$ cat config.mk
export PLATFORM = sky130hd
export DESIGN_NAME = alien_fleet_ctrl
export DESIGN_NICKNAME = d
export VERILOG_FILES = /design/src/rtl/alien_fleet_pkg.sv /design/src/rtl/alien_fleet_ctrl_rr_fire_arbiter.sv /design/src/rtl/alien_fleet_ctrl.sv
export SDC_FILE = /design/constraint.sdc
export NUM_CORES = 1
export LEC_CHECK = 0
export BUFFER_PORTS_ARGS = -buffer_cell sky130_fd_sc_hd__clkbuf_2
export CAP_MARGIN = 20
export CELL_PAD_IN_SITES_DETAIL_PLACEMENT = 1
export CELL_PAD_IN_SITES_GLOBAL_PLACEMENT = 1
export CORE_MARGIN = 2
export CORE_UTILIZATION = 42
export CTS_CLUSTER_DIAMETER = 30
export DETAILED_ROUTE_END_ITERATION = 8
export PLACE_DENSITY = 0.82
export SYNTH_ARGS = -nofsm -noshare
export SYNTH_HDL_FRONTEND = slang
export SYNTH_SLANG_ARGS = --single-unit
$ cat constraint.sdc
create_clock -name clk -period 4.5 [get_ports clk]
set_clock_uncertainty 0.05 [all_clocks]
set_input_delay 0.225 -clock clk [delete_from_list [all_inputs] [get_ports clk]]
set_output_delay 0.225 -clock clk [all_outputs]
set_load 0.05 [all_outputs]
$ cat src/rtl/alien_fleet_pkg.sv
// alien_fleet_pkg
//   Shared definitions for the alien fleet controller: march state encoding,
//   the game-mode value that enables play, and the frame counter width.
//   No ports; imported by alien_fleet_ctrl and rr_fire_arbiter.
package alien_fleet_pkg;

  // Game mode value in which the fleet is allowed to advance.
  localparam logic [1:0] MODE_PLAY = 2'd2;

  // Width of the step counter, step period and shot-gap counter.
  localparam int CNT_W = 12;

  typedef enum logic [2:0] {
    ST_IDLE,
    ST_MARCH_R,
    ST_DOWN_R,
    ST_MARCH_L,
    ST_DOWN_L,
    ST_CLEARED,
    ST_INVADED
  } fleet_state_t;

  // True in the four states where the fleet is actively marching.
  function automatic logic is_marching(input fleet_state_t s);
    return (s == ST_MARCH_R) || (s == ST_DOWN_R) ||
           (s == ST_MARCH_L) || (s == ST_DOWN_L);
  endfunction

endpackage

$ cat src/rtl/alien_fleet_ctrl_rr_fire_arbiter.sv
// rr_fire_arbiter
//   Combinational round-robin arbiter for the single enemy-fire slot.
//   Starting at ptr, picks the first requesting index (wrapping modulo
//   NUM_REQ) and reports it as a one-hot grant plus the pointer to use next
//   (one past the winner).
// Ports
//   req       in   NUM_REQ  request vector (alive & ~laser_busy)
//   ptr       in   PTR_W    index searched first
//   en        in   1        arbitration enable; grant is all-zero when low
//   grant     out  NUM_REQ  one-hot winner (zero when none / disabled)
//   valid     out  1        a winner exists and en is high
//   next_ptr  out  PTR_W    (winner + 1) mod NUM_REQ, or ptr when no winner
module rr_fire_arbiter
  import alien_fleet_pkg::*;
#(
  parameter int NUM_REQ = 8,
  parameter int PTR_W   = 3
) (
  input  logic [NUM_REQ-1:0] req,
  input  logic [PTR_W-1:0]   ptr,
  input  logic               en,
  output logic [NUM_REQ-1:0] grant,
  output logic               valid,
  output logic [PTR_W-1:0]   next_ptr
);

  // idx_arr[k] is the alien index examined k-th in the rotated order.
  logic [PTR_W-1:0]   idx_arr [NUM_REQ];
  logic [NUM_REQ-1:0] rot_req;

  genvar gi;
  generate
    for (gi = 0; gi < NUM_REQ; gi++) begin : g_rot
      logic [PTR_W:0] sum;
      // ptr < NUM_REQ, so a single conditional subtract is a full modulo.
      assign sum          = {1'b0, ptr} + (PTR_W+1)'(gi);
      assign idx_arr[gi]  = (sum >= (PTR_W+1)'(NUM_REQ)) ?
                            PTR_W'(sum - (PTR_W+1)'(NUM_REQ)) : sum[PTR_W-1:0];
      assign rot_req[gi]  = req[idx_arr[gi]];
    end
  endgenerate

  always_comb begin
    grant    = '0;
    valid    = 1'b0;
    next_ptr = ptr;
    for (int k = 0; k < NUM_REQ; k++) begin
      if (!valid && rot_req[k]) begin
        valid               = 1'b1;
        grant[idx_arr[k]]   = 1'b1;
        next_ptr            = (idx_arr[k] == PTR_W'(NUM_REQ - 1)) ? '0 : idx_arr[k] + 1'b1;
      end
    end
    if (!en) begin
      grant    = '0;
      valid    = 1'b0;
      next_ptr = ptr;
    end
  end

endmodule

$ cat src/rtl/alien_fleet_ctrl.sv
// alien_fleet_ctrl
//   Fleet-level sequencer for NUM_ALIENS alien blocks. Drives the shared
//   march levels (right -> down -> left -> down -> ...), issues one step
//   strobe per step period, hands out the single enemy-fire slot round-robin
//   among alive aliens without a laser in flight, and flags wave-cleared or
//   invaded. Advances only on frame ticks while mode == play.
//
//   Build option: define ALIEN_FLEET_SPEEDUP_EN to shorten the step period
//   by SPEEDUP_PER_KILL frames per dead alien, floored at MIN_STEP_FRAMES.
//   Without it the period is fixed at STEP_FRAMES.
//
// Ports
//   clk           in   1           system clock
//   rst           in   1           synchronous active-high reset
//   mode          in   2           game mode; anything but play holds reset state
//   xCoord        in   10          VGA pixel x
//   yCoord        in   10          VGA pixel y
//   alive         in   NUM_ALIENS  per-alien alive
//   edge_hit      in   NUM_ALIENS  per-alien is_edge
//   laser_busy    in   NUM_ALIENS  per-alien laser in flight
//   at_bottom     in   1           some alien reached the barrier bottom
//   move_left     out  1           march-left level
//   move_right    out  1           march-right level
//   move_down     out  1           march-down level
//   step_strobe   out  1           one-clk pulse per march step
//   edge_clear    out  1           one-clk pulse: aliens clear is_edge
//   fire_grant    out  NUM_ALIENS  one-hot one-clk fire permission
//   wave_cleared  out  1           level: all aliens dead
//   invaded       out  1           level: fleet reached the bottom
module alien_fleet_ctrl
  import alien_fleet_pkg::*;
#(
  parameter int NUM_ALIENS       = 8,
  parameter int STEP_FRAMES      = 200,
  parameter int MIN_STEP_FRAMES  = 20,
  parameter int SPEEDUP_PER_KILL = 20,
  parameter int SHOT_GAP_FRAMES  = 120
) (
  input  logic                  clk,
  input  logic                  rst,
  input  logic [1:0]            mode,
  input  logic [9:0]            xCoord,
  input  logic [9:0]            yCoord,
  input  logic [NUM_ALIENS-1:0] alive,
  input  logic [NUM_ALIENS-1:0] edge_hit,
  input  logic [NUM_ALIENS-1:0] laser_busy,
  input  logic                  at_bottom,
  output logic                  move_left,
  output logic                  move_right,
  output logic                  move_down,
  output logic                  step_strobe,
  output logic                  edge_clear,
  output logic [NUM_ALIENS-1:0] fire_grant,
  output logic                  wave_cleared,
  output logic                  invaded
);

  localparam int PW = $clog2(NUM_ALIENS);

  // Elaboration-time guard on the legal parameter ranges.
  generate
    if (NUM_ALIENS < 2 || NUM_ALIENS > 16 ||
        STEP_FRAMES < 1 || STEP_FRAMES > 4095 ||
        MIN_STEP_FRAMES < 1 || MIN_STEP_FRAMES > STEP_FRAMES ||
        SPEEDUP_PER_KILL < 0 ||
        SHOT_GAP_FRAMES < 1 || SHOT_GAP_FRAMES > 4095) begin : g_bad_cfg
      $error("alien_fleet_ctrl: parameter out of range");
    end
  endgenerate

  // Anything other than play behaves exactly like reset.
  logic hold;
  assign hold = rst | (mode != MODE_PLAY);

  // Frame tick: rising edge of the (0,0) pixel, so one clk per frame even
  // if the pixel clock lingers on the origin for several system clocks.
  logic z, z_q_reg, tick;
  assign z    = (xCoord == 10'd0) && (yCoord == 10'd0);
  assign tick = z & ~z_q_reg;

  fleet_state_t          state_reg, state_next;
  logic [CNT_W-1:0]      step_cnt_reg, step_cnt_next;
  logic [CNT_W-1:0]      period_reg, period_next;
  logic [CNT_W-1:0]      shot_cnt_reg, shot_cnt_next;
  logic [PW-1:0]         rr_ptr_reg, rr_ptr_next;
  logic                  step_strobe_reg, step_strobe_next;
  logic                  edge_clear_reg, edge_clear_next;
  logic [NUM_ALIENS-1:0] fire_grant_reg, fire_grant_next;

  // Step period that will be latched at the next step / IDLE exit.
  logic [CNT_W-1:0] period_calc;

`ifdef ALIEN_FLEET_SPEEDUP_EN
  localparam int DW = $clog2(NUM_ALIENS + 1);
  logic [DW-1:0] dead_cnt;
  logic [31:0]   kill_red;
  logic [CNT_W-1:0] speed_diff;

  always_comb begin
    dead_cnt = '0;
    for (int i = 0; i < NUM_ALIENS; i++) begin
      if (!alive[i]) dead_cnt = dead_cnt + 1'b1;
    end
  end

  assign kill_red    = 32'(SPEEDUP_PER_KILL) * 32'(dead_cnt);
  // Saturating subtract: heavy losses bottom out at zero before the floor.
  assign speed_diff  = (32'(STEP_FRAMES) > kill_red) ?
                       CNT_W'(32'(STEP_FRAMES) - kill_red) : '0;
  assign period_calc = (speed_diff < CNT_W'(MIN_STEP_FRAMES)) ?
                       CNT_W'(MIN_STEP_FRAMES) : speed_diff;
`else
  assign period_calc = CNT_W'(STEP_FRAMES);
`endif

  logic edge_any, step_due, shot_ready;
  assign edge_any = |(edge_hit & alive);
  assign step_due = (step_cnt_reg >= period_reg - CNT_W'(1));
  // The counter reaching its cap on this tick releases a shot, so grants
  // are spaced exactly SHOT_GAP_FRAMES ticks apart when someone can fire.
  // With nobody eligible it parks at the cap and retries every tick.
  assign shot_ready = (shot_cnt_reg >= CNT_W'(SHOT_GAP_FRAMES - 1));

  logic [NUM_ALIENS-1:0] arb_grant;
  logic                  arb_valid;
  logic [PW-1:0]         arb_next_ptr;

  rr_fire_arbiter #(
    .NUM_REQ (NUM_ALIENS),
    .PTR_W   (PW)
  ) u_arb (
    .req      (alive & ~laser_busy),
    .ptr      (rr_ptr_reg),
    .en       (tick & shot_ready & is_marching(state_reg)),
    .grant    (arb_grant),
    .valid    (arb_valid),
    .next_ptr (arb_next_ptr)
  );

  always_ff @(posedge clk) begin
    if (hold) begin
      state_reg       <= ST_IDLE;
      z_q_reg         <= 1'b0;
      step_cnt_reg    <= '0;
      period_reg      <= '0;
      shot_cnt_reg    <= '0;
      rr_ptr_reg      <= '0;
      step_strobe_reg <= 1'b0;
      edge_clear_reg  <= 1'b0;
      fire_grant_reg  <= '0;
    end else begin
      state_reg       <= state_next;
      z_q_reg         <= z;
      step_cnt_reg    <= step_cnt_next;
      period_reg      <= period_next;
      shot_cnt_reg    <= shot_cnt_next;
      rr_ptr_reg      <= rr_ptr_next;
      step_strobe_reg <= step_strobe_next;
      edge_clear_reg  <= edge_clear_next;
      fire_grant_reg  <= fire_grant_next;
    end
  end

  always_comb begin
    state_next       = state_reg;
    step_cnt_next    = step_cnt_reg;
    period_next      = period_reg;
    shot_cnt_next    = shot_cnt_reg;
    rr_ptr_next      = rr_ptr_reg;
    step_strobe_next = 1'b0;
    edge_clear_next  = 1'b0;
    fire_grant_next  = '0;

    case (state_reg)
      ST_IDLE: begin
        if (tick) begin
          state_next    = ST_MARCH_R;
          period_next   = period_calc;
          step_cnt_next = '0;
          shot_cnt_next = '0;
        end
      end

      ST_MARCH_R, ST_DOWN_R, ST_MARCH_L, ST_DOWN_L: begin
        if (tick) begin
          if (step_due) begin
            step_cnt_next    = '0;
            step_strobe_next = 1'b1;
            period_next      = period_calc;
            case (state_reg)
              ST_MARCH_R: begin
                if (edge_any) begin
                  state_next      = ST_DOWN_R;
                  edge_clear_next = 1'b1;
                end
              end
              ST_DOWN_R:  state_next = ST_MARCH_L;
              ST_MARCH_L: begin
                if (edge_any) begin
                  state_next      = ST_DOWN_L;
                  edge_clear_next = 1'b1;
                end
              end
              ST_DOWN_L:  state_next = ST_MARCH_R;
              default:    state_next = state_reg;
            endcase
          end else begin
            step_cnt_next = step_cnt_reg + 1'b1;
          end

          if (shot_ready) begin
            if (arb_valid) begin
              fire_grant_next = arb_grant;
              shot_cnt_next   = '0;
              rr_ptr_next     = arb_next_ptr;
            end else begin
              shot_cnt_next   = CNT_W'(SHOT_GAP_FRAMES);
            end
          end else begin
            shot_cnt_next = shot_cnt_reg + 1'b1;
          end
        end

        // End of wave overrides any step or shot decided this clk.
        if (alive == '0) begin
          state_next       = ST_CLEARED;
          step_strobe_next = 1'b0;
          edge_clear_next  = 1'b0;
          fire_grant_next  = '0;
        end else if (at_bottom) begin
          state_next       = ST_INVADED;
          step_strobe_next = 1'b0;
          edge_clear_next  = 1'b0;
          fire_grant_next  = '0;
        end
      end

      // CLEARED / INVADED are sticky until hold.
      default: state_next = state_reg;
    endcase
  end

  assign move_right   = (state_reg == ST_MARCH_R);
  assign move_left    = (state_reg == ST_MARCH_L);
  assign move_down    = (state_reg == ST_DOWN_R) || (state_reg == ST_DOWN_L);
  assign wave_cleared = (state_reg == ST_CLEARED);
  assign invaded      = (state_reg == ST_INVADED);
  assign step_strobe  = step_strobe_reg;
  assign edge_clear   = edge_clear_reg;
  assign fire_grant   = fire_grant_reg;

endmodule
==> impl_metrics.yaml <==
worst_setup_path:
  reg2reg_from: "rr_ptr_reg[1]"
  required_ns: 4.70
  r2r_end: "fire_grant[0]"
  crit_path_end: "fire_grant[0]"
  critPathCaptureType: "flip-flop"
  reg2reg_slack_ns: 0.68
  critPathLaunch: "rr_ptr_reg[1]"
  arrival_ns: 4.02
  rr_worst_depth: 10
  crit_chain: "inv_1 -> ha_1 -> ha_1 -> mux4_2 -> mux2_2 -> or4_1 -> nor2_2 -> mux2_1 -> mux2_2 -> o211a_1"
  cpMaxStageDelayCell: "dfxtp_1"
  worstSetupStartpointType: "flip-flop"
  cp_max_fo: 9
  max_stage_delay_ns: 0.57
  path_class: "flip-flop to flip-flop"
finish:
  syn_to_final_growth_pct: 15.14
  antenna_cells: 0
  final_core_utilization: 0.5010
  layout.nets: 534
  layout_common_cells: "clkbuf_2 (63), dfxtp_1 (42), nor2_1 (38)"
  final_common_cell: "clkbuf_2"
  layout-drive-gt1-share: 0.2239
pwr:
  swShare: 0.2676
  power.share.sequential: 0.518
  switching_power_w: 0.0001917
  p_leak_nw: 1.638
  vdd_drop_max_mv: 0.08777
  total_power_w: 0.0007165
  clkPwrFrac: 0.343
  p_per_area_nw_per_um2: 184.1
  p_int_w: 0.0005248
  combPwrFrac: 0.139
grt:
  grt_pass1_wl_um: 17330
  use_met3: 0.03692
  met1_usage: 0.3388
  grt_pass1_vias: 3492
  overflow: 0
  track_usage: 0.2475
  gr-usage-met2: 0.4012
  grt_max_degree: 17
  antenna_found_initial: 0
  grt.busiest_layer: "met2"
logic_synthesis:
  ys_warn_count: 0
  ys_seq_elements: 42
  synth_cell_types: 65
  avgSynthCellArea_um2: 8.513
  ys_seq_area_frac: 0.2488
  syn_nets: 472
  netlist_area_um2: 3379
  synth_async_sr_flop_share: 0
  synthCells: 397
  synth_edf_count: 0
  synthFlopType: "dfxtp_1"
cts:
  cts_tree: "built"
  cts_resized: 0
  post_cts_buffers: 0
  h-tree-depth: 2
  cts_buffers: 5
  clock_sinks: 42
  cts.reportedPaths.clkPinSlew_ns: 0.09
  root_buffer: "clkbuf_8"
  hold_buffers: 0
  clk_latency_ns: 0.30
  cts_max_path_buffers: 2
timing:
  period_share: 0.8480
  finalSetupViolations: 0
  min_period_ns: 3.816
  slew_headroom: 0.4764
  timing.fmax_mhz: 262.1
  rsz0062_at_grt: "false"
  hold_violations: 0
  slew_violations: 0
  fin_tns_setup_ns: 0
  worst_pin_slew_ns: 0.7745
floorplan:
  ioPinCount: 64
  die_w_um: 93.70
  placementRows: 32
  start_util: 0.4351
  dieArea_um2: 8780
  die_h_um: 93.70
  coreArea_um2: 7767
detailed_routing:
  ant_nets: 0
  via_per_inst: 6.055
  drc: 0
  vias: 3403
  drt-pass1-iter-count: 4
  drt_iter0_markers: 164
  wl_um: 10280
  wl_per_cell_um: 18.29
place:
  port_buffers: 63
  hpwl_um: 8046
  gp_congestion: 0.9079
hold_path:
  hp-class: "input pin to flip-flop"
flow_run:
  max_cap_viol_count: 0
status:
  outcome: "finished clean"
-- final cells by class --
type | count | area [um^2]
fill | 960 | 3876
multi-input combinational | 329 | 2431
sequential | 42 | 840.8
timing repair buffer | 69 | 360.3
tap | 102 | 127.6
clock buffer | 6 | 72.57
inverter | 12 | 45.04
clock inverter | 2 | 13.76
-- Yosys cell counts, drive strengths merged, types with 3 or more instances --
library cell	count	share of area
and2	6	0.011
nor4	8	0.017
or3	5	0.0093
o21ai	25	0.037
nand2	26	0.029
and3	13	0.024
ha	26	0.096
a31oi	4	0.0074
inv	12	0.013
nor2b	10	0.019
a21oi	21	0.031
dfxtp	42	0.25
and4	3	0.0078
nand2b	5	0.0093
nand3	13	0.019
nand4	5	0.0093
xor2	8	0.021
mux2	8	0.029
clkbuf	9	0.010
or4	6	0.013
nor3b	3	0.0067
buf	5	0.0085
a22oi	8	0.018
o211a	4	0.012
o31ai	3	0.0067
mux2i	16	0.047
nor2	39	0.044
o211ai	3	0.0067
mux4	11	0.074
nor3	17	0.029
-- power by group through the flow --
stage,sequential [W],clock [W],combinational [W]
floorplan,0.000380,0,0.0000585
global placement,0.000380,0,0.0000956
detailed placement,0.000380,0,0.0000986
CTS,0.000371,0.000254,0.0000989
global route,0.000371,0.000274,0.000109
finish,0.000371,0.000246,0.0000998
-- worst max-delay path, delay by kind of cell, from the launching register on --
family	cells	cell delay (ns)
AO/OA/AOI/OAI	1	0.13
adder cells (fa/ha/maj)	2	0.74
buffers and inverters	1	0.29
flip-flops	1	0.57
multiplexers	4	1.14
AND/OR/NAND/NOR	2	0.84
-- how the worst min path moves through the flow --
stage                                  end  cells after the start             start  slack [ns]
final                              z_q_reg                      3         yCoord[9]        0.18
after global routing               z_q_reg                      3         yCoord[9]        0.19
after CTS                          z_q_reg                      3         yCoord[9]        0.17
after detailed placement  shot_cnt_reg[10]                      1  shot_cnt_reg[10]        0.40
after global placement    shot_cnt_reg[10]                      1  shot_cnt_reg[10]        0.39
after floorplan                    z_q_reg                      2         yCoord[9]        0.38
-- stage by stage --
step | hold slack, ns | instance area (um^2) | setup WS (ns) | cells
floorplan | 0.3800 | 3379 | 1.091 | 397
global placement | 0.3945 | 3805 | 0.8243 | 554
detailed placement | 0.4016 | 3805 | 0.7013 | 554
CTS | 0.1704 | 3891 | 0.7020 | 562
global route | 0.1856 | 3891 | 0.3361 | 562
finish | 0.1783 | 3891 | 0.6840 | 562
-- kinds of logic (layout without fill, tap and decap cells) --
| group | Yosys count | count (layout) | synth area share |
|---|---|---|---|
| xor+xnor | 9 | 9 | 0.02333 |
| buf+inv | 26 | 89 | 0.03184 |
| fa+ha+maj | 26 | 26 | 0.09626 |
| flops | 42 | 42 | 0.2488 |
| simple gates | 165 | 165 | 0.2606 |
| mux | 35 | 35 | 0.1507 |
| compound gates | 94 | 94 | 0.1885 |
-- routing by layer --
metal	wire (um)	part of all wire
met1	4853	0.47
met2	4723	0.46
met3	506	0.049
met4	197	0.019
met5	0	0
Note: power is estimated with default switching activity, not from simulation.
